File: config.mk
export PLATFORM = sky130hd
export DESIGN_NAME = reg_intf_dw_down
export DESIGN_NICKNAME = d
export VERILOG_FILES = /design/src/rtl/reg_intf_dw_down.sv
export SDC_FILE = /design/constraint.sdc
export NUM_CORES = 1
export LEC_CHECK = 0
export BUFFER_PORTS_ARGS = -buffer_cell sky130_fd_sc_hd__clkbuf_2
export CAP_MARGIN = 20
export CORE_MARGIN = 4
export CORE_UTILIZATION = 51
export DETAILED_ROUTE_END_ITERATION = 8
export PLACE_DENSITY = 0.83
export SYNTH_ARGS = -nofsm -noshare
export SYNTH_HDL_FRONTEND = slang
export SYNTH_SLANG_ARGS = --single-unit
File: constraint.sdc
create_clock -name clk_i -period 2.44 [get_ports clk_i]
set_input_delay 0.732 -clock clk_i [delete_from_list [all_inputs] [get_ports clk_i]]
set_output_delay 0.732 -clock clk_i [all_outputs]
set_load 0.005 [all_outputs]
File: src/rtl/reg_intf_dw_down.sv
// reg_intf_dw_down: splits 64-bit register-bus requests into one or two 32-bit
// downstream beats and reassembles the 64-bit response.
package reg_intf_dw_down_pkg;
    typedef struct packed {
        logic [31:0] addr;
        logic        write;
        logic [63:0] wdata;
        logic [7:0]  wstrb;
        logic        valid;
    } reg_intf_req_a32_d64;

    typedef struct packed {
        logic [63:0] rdata;
        logic        error;
        logic        ready;
    } reg_intf_resp_d64;

    typedef struct packed {
        logic [31:0] addr;
        logic        write;
        logic [31:0] wdata;
        logic [3:0]  wstrb;
        logic        valid;
    } reg_intf_req_a32_d32;

    typedef struct packed {
        logic [31:0] rdata;
        logic        error;
        logic        ready;
    } reg_intf_resp_d32;
endpackage

module reg_intf_dw_down
    import reg_intf_dw_down_pkg::*;
#(
    parameter bit ErrorAbort = 1'b1
) (
    input  logic                clk_i,
    input  logic                rst_ni,
    input  reg_intf_req_a32_d64 up_req_i,
    output reg_intf_resp_d64    up_rsp_o,
    output reg_intf_req_a32_d32 dn_req_o,
    input  reg_intf_resp_d32    dn_rsp_i
);
    typedef enum logic [1:0] {IDLE, LO, HI, RESP} state_e;

    state_e      state_q, state_d;
    logic [31:0] addr_q, addr_d;
    logic        write_q, write_d;
    logic [63:0] wdata_q, wdata_d;
    logic [7:0]  wstrb_q, wstrb_d;
    logic        hi_q, hi_d;
    logic [63:0] rdata_q, rdata_d;
    logic        err_q, err_d;
    logic        beat_err;

    always_comb begin
        state_d  = state_q;
        addr_d   = addr_q;
        write_d  = write_q;
        wdata_d  = wdata_q;
        wstrb_d  = wstrb_q;
        hi_d     = hi_q;
        rdata_d  = rdata_q;
        err_d    = err_q;
        beat_err = err_q | dn_rsp_i.error;
        case (state_q)
            IDLE: if (up_req_i.valid) begin
                addr_d  = up_req_i.addr & 32'hFFFF_FFF8;
                write_d = up_req_i.write;
                wdata_d = up_req_i.wdata;
                wstrb_d = up_req_i.wstrb;
                hi_d    = !up_req_i.write || (up_req_i.wstrb[7:4] != 4'h0);
                rdata_d = '0;
                err_d   = 1'b0;
                // a write touching only the upper word skips the low beat
                state_d = (up_req_i.write && up_req_i.wstrb[3:0] == 4'h0 &&
                           up_req_i.wstrb[7:4] != 4'h0) ? HI : LO;
            end
            LO: if (dn_rsp_i.ready) begin
                if (!write_q) rdata_d[31:0] = dn_rsp_i.rdata;
                err_d   = beat_err;
                state_d = (hi_q && !(ErrorAbort && beat_err)) ? HI : RESP;
            end
            HI: if (dn_rsp_i.ready) begin
                if (!write_q) rdata_d[63:32] = dn_rsp_i.rdata;
                err_d   = beat_err;
                state_d = RESP;
            end
            RESP:    state_d = IDLE;
            default: state_d = IDLE;
        endcase
    end

    always_comb begin
        dn_req_o = '0;
        up_rsp_o = '0;
        if (state_q == LO || state_q == HI) begin
            dn_req_o.addr  = addr_q | {29'b0, state_q == HI, 2'b00};
            dn_req_o.write = write_q;
            dn_req_o.wdata = (state_q == HI) ? wdata_q[63:32] : wdata_q[31:0];
            dn_req_o.wstrb = (state_q == HI) ? wstrb_q[7:4] : wstrb_q[3:0];
            dn_req_o.valid = 1'b1;
        end
        if (state_q == RESP) begin
            up_rsp_o.rdata = rdata_q;
            up_rsp_o.error = err_q;
            up_rsp_o.ready = 1'b1;
        end
    end

    always_ff @(posedge clk_i or negedge rst_ni) begin
        if (!rst_ni) begin
            state_q <= IDLE;
            addr_q  <= '0;
            write_q <= 1'b0;
            wdata_q <= '0;
            wstrb_q <= '0;
            hi_q    <= 1'b0;
            rdata_q <= '0;
            err_q   <= 1'b0;
        end else begin
            state_q <= state_d;
            addr_q  <= addr_d;
            write_q <= write_d;
            wdata_q <= wdata_d;
            wstrb_q <= wstrb_d;
            hi_q    <= hi_d;
            rdata_q <= rdata_d;
            err_q   <= err_d;
        end
    end
endmodule

==> flow_summary.json <==
{
  "drt_first_pass_iters": 4,
  "tightest_slew_ns": 0.659,
  "ys_types": 30,
  "floorplan.die_area_sq_um": 18200,
  "reg2reg_slack_ns": 0.42,
  "cts-buffers-inserted": 17,
  "clock_tree.buffer_depth": 2,
  "yosys_register_bits": 170,
  "critical_path.reg2reg.startpoint": "state_q[0]$_DFFE_PN0P_",
  "synth_area_per_cell_sq_um": 11.5,
  "gp_routability_congestion": 0.821,
  "synth-async-reset-ratio": 1.00,
  "ys_seq_area_frac": 0.518,
  "hold_violations": 0,
  "period_minus_slack_ns": 2.57,
  "synth.yosys.warnings": 0,
  "synth_common_cells": "dfrtp_1 (170), mux2_2 (102), mux2i_1 (100)",
  "start_point_of_the_critical_path": "state_q[0]$_DFFE_PN0P_",
  "unrepaired_setup_endpoints_after_global_routing": "true",
  "cts_tree": "done",
  "die_h_microns": 135,
  "wl_per_cell_microns": 18.4,
  "die-width_microns": 135,
  "status": "finished with violations",
  "route.detailed.drc": 0,
  "layout_setup_ws_ns": -0.126,
  "cts.hold.buffers_added": 0,
  "synth.area.top_cells": "dfrtp_1 (52%), mux2_2 (14%), mux2i_1 (12%)",
  "finish.utilization": 0.702,
  "core_sq_um": 15800,
  "setup.worst_path.start_class": "register",
  "instances_no_fill": 1231,
  "max_cap_viol_count": 0,
  "clock_net_sink_count": 170,
  "timing.critical_path.arrival_ns": 1.83,
  "cts_root_buffer": "clkbuf_16",
  "grt_max_degree": 66,
  "clock_insertion_delay_worst_skew_ns": 0.42,
  "worst_setup_end_kind": "primary output",
  "globalRouteOverflowTotal": 0,
  "drt_via_density": 5.07,
  "final.period_utilization": 1.05,
  "vias_in_the_first_global_route": 6674,
  "yosys.cell_count.top_type": "dfrtp_1",
  "num_antenna_cells": 0,
  "fin_clk_skew_ns": 0.00864,
  "reg2regPathDepth": 6,
  "syn-cell-area_sq_um": 8220,
  "max-slew-margin-rel": 0.561,
  "synth.largest_area_cell": "dfrtp_1",
  "clock_tree.htree_level_count": 4,
  "critical-path-slowest-cell": "dfrtp_1",
  "core.rowCount": 46,
  "track_usage": 0.230,
  "worst_ir_drop_vdd_uv": 961,
  "setup_viol": 65,
  "area_growth_pct": 35.2,
  "failed_checks": "negative setup slack",
  "number_of_antenna_violations_at_the_first_check_in_global_routing": 0,
  "number_of_flops_mapped_to_enable_cells_by_yosys": 0,
  "finalWirelength_mm": 22.7,
  "final_stage_net_count": 1151,
  "power.static_leakage_nw": 5.60,
  "synth_largest_type_area_fraction": 0.518,
  "hold_crit_path_type": "input pin to asynchronous set/reset pin",
  "initialDrtViolationCount": 220,
  "final_antenna_net_count": 0,
  "timing.critical_path.slowest_cell_delay_ns": 0.41,
  "criticalPathCategory": "register to primary output",
  "worst_setup_timing_slack_at_the_placement_stage_ns": 0.178,
  "vias": 6237,
  "final_layout_size_suffix_gt1_frac": 0.484,
  "crit_path_max_fanout": 5,
  "fin_worst_hold_slack_ns": 0.329,
  "cp_data_required_time_ns": 1.71,
  "powerDensity_nw_per_um2": 1430,
  "netlist_instances": 714,
  "clock_pin_slew_worst_setup_and_hold_paths_ns": 0.07,
  "fillCellCount": 1114,
  "grt_pass1_wl_mm": 33.1,
  "fmaxAchievable_mhz": 390,
  "synth_top_flop_cell": "dfrtp_1",
  "place_hpwl_mm": 14.5,
  "maxSlewViolCount": 0,
  "boundaryPins": 278,
  "port_buffers": 272,
  "initial_utilization": 0.519,
  "critical_path.cell_chain": "inv_2, ha_4, buf_4, mux2i_2, nor2b_2, clkbuf_2",
  "r2r_end": "wdata_q[56]$_DFFE_PN0P_",
  "post-place-cells": 1182
}
[where the power goes]
| part | internal, mW | total (mW) | switching, mW |
|---|---|---|---|
| Sequential | 3.99 | 4.65 | 0.663 |
| Combinational | 4.83 | 8.69 | 3.87 |
| Clock | 1.40 | 2.56 | 1.16 |
| Total | 10.2 | 15.9 | 5.69 |
[repair_timing]
action	CTS	global route
buffers inserted	7	3
cloned	2	6
endpoints found under the setup margin	109	71
pin swaps	2	3
gates resized for setup	20	67
[worst max-delay path: cells and delay by family, from the launching register on]
family / cells / cell delay (ns)
buffers and inverters: 3 / 0.45
DFF: 1 / 0.41
muxes: 1 / 0.25
adders and majority gates: 1 / 0.23
and+or+nand+nor: 1 / 0.07
[worst max-delay path by stage]
| stage | to | slack, ns | cells past startpoint |
|---|---|---|---|
| final | dn_req_o[15] | -0.13 | 6 |
| after global routing | dn_req_o[19] | -0.20 | 6 |
| after detailed placement | dn_req_o[9] | 0.18 | 5 |
| after global placement | dn_req_o[9] | 0.18 | 5 |
| after floorplan | dn_req_o[60] | 0.27 | 5 |
| after CTS | dn_req_o[21] | -0.12 | 6 |
[routing by layer]
metal,track usage,part of all wire
met1,0.258,0.38
met2,0.410,0.52
met3,0.0797,0.082
met4,0.0789,0.018
met5,0,0
[layout make-up]
cell class,instances,area [sq um],area share
repair buffers,313,2110,0.190
multi-input cells,434,3670,0.331
clock buffers,20,467,0.0420
clock inverters,12,92.6,0.00833
flip-flops and latches,170,4250,0.383
well taps,216,270,0.0243
inverters,66,248,0.0223
[registers in the layout, indices dropped and copies added (netlist names)]
name	flops
hi_q	1
wstrb_q	8
write_q	1
rdata_q	64
state_q	2
addr_q	29
wdata_q	64
err_q	1
[stage by stage]
| stage | total power, mW | cell area [sq um] | TNS (ns) |
|---|---|---|---|
| after CTS | 14.7 | 10800 | -5.50 |
| after floorplan | 8.86 | 8220 | 0 |
| after global routing | 16.9 | 11100 | -9.05 |
| after detailed placement | 11.3 | 9990 | 0 |
| final | 15.9 | 11100 | -4.65 |
| after global placement | 11.2 | 9990 | 0 |
[placed cells by master (no fill, tap or decap), types with 2 or more instances in the layout]
cell type and n:
clkinv_4 4, or2_2 2, buf_2 9, clkbuf_2 247
nand2_1 66, inv_1 64, and2_4 18, nand2b_1 3
ha_4 3, nor2b_1 29, conb_1 2, clkbuf_16 22
clkinv_2 3, mux2i_2 2, inv_2 2, and2_1 77
buf_16 2, o21ai_0 2, dfrtp_1 170, mux2i_4 4
mux2i_1 94, buf_4 15, buf_8 2, a21oi_1 2
ha_1 4, mux2_2 102, clkbuf_8 3, nor2_1 2
buf_12 15, buf_6 18, nor2b_4 3, nor2b_2 6
clkinvlp_4 3
[cell families (layout without fill, tap and decap cells)]
family                     count (synthesis)  after routing  synth area share
AOI/OAI and AO/OA                         11             11            0.0107
buffers and inverters                    111            411            0.0586
adders and majority gates                  7              7            0.0107
and+or+nand+nor                          212            212             0.141
DFF                                      170            170             0.518
muxes                                    202            202             0.261
other                                      1              2          0.000456
Note: power is estimated with default switching activity, not from simulation.
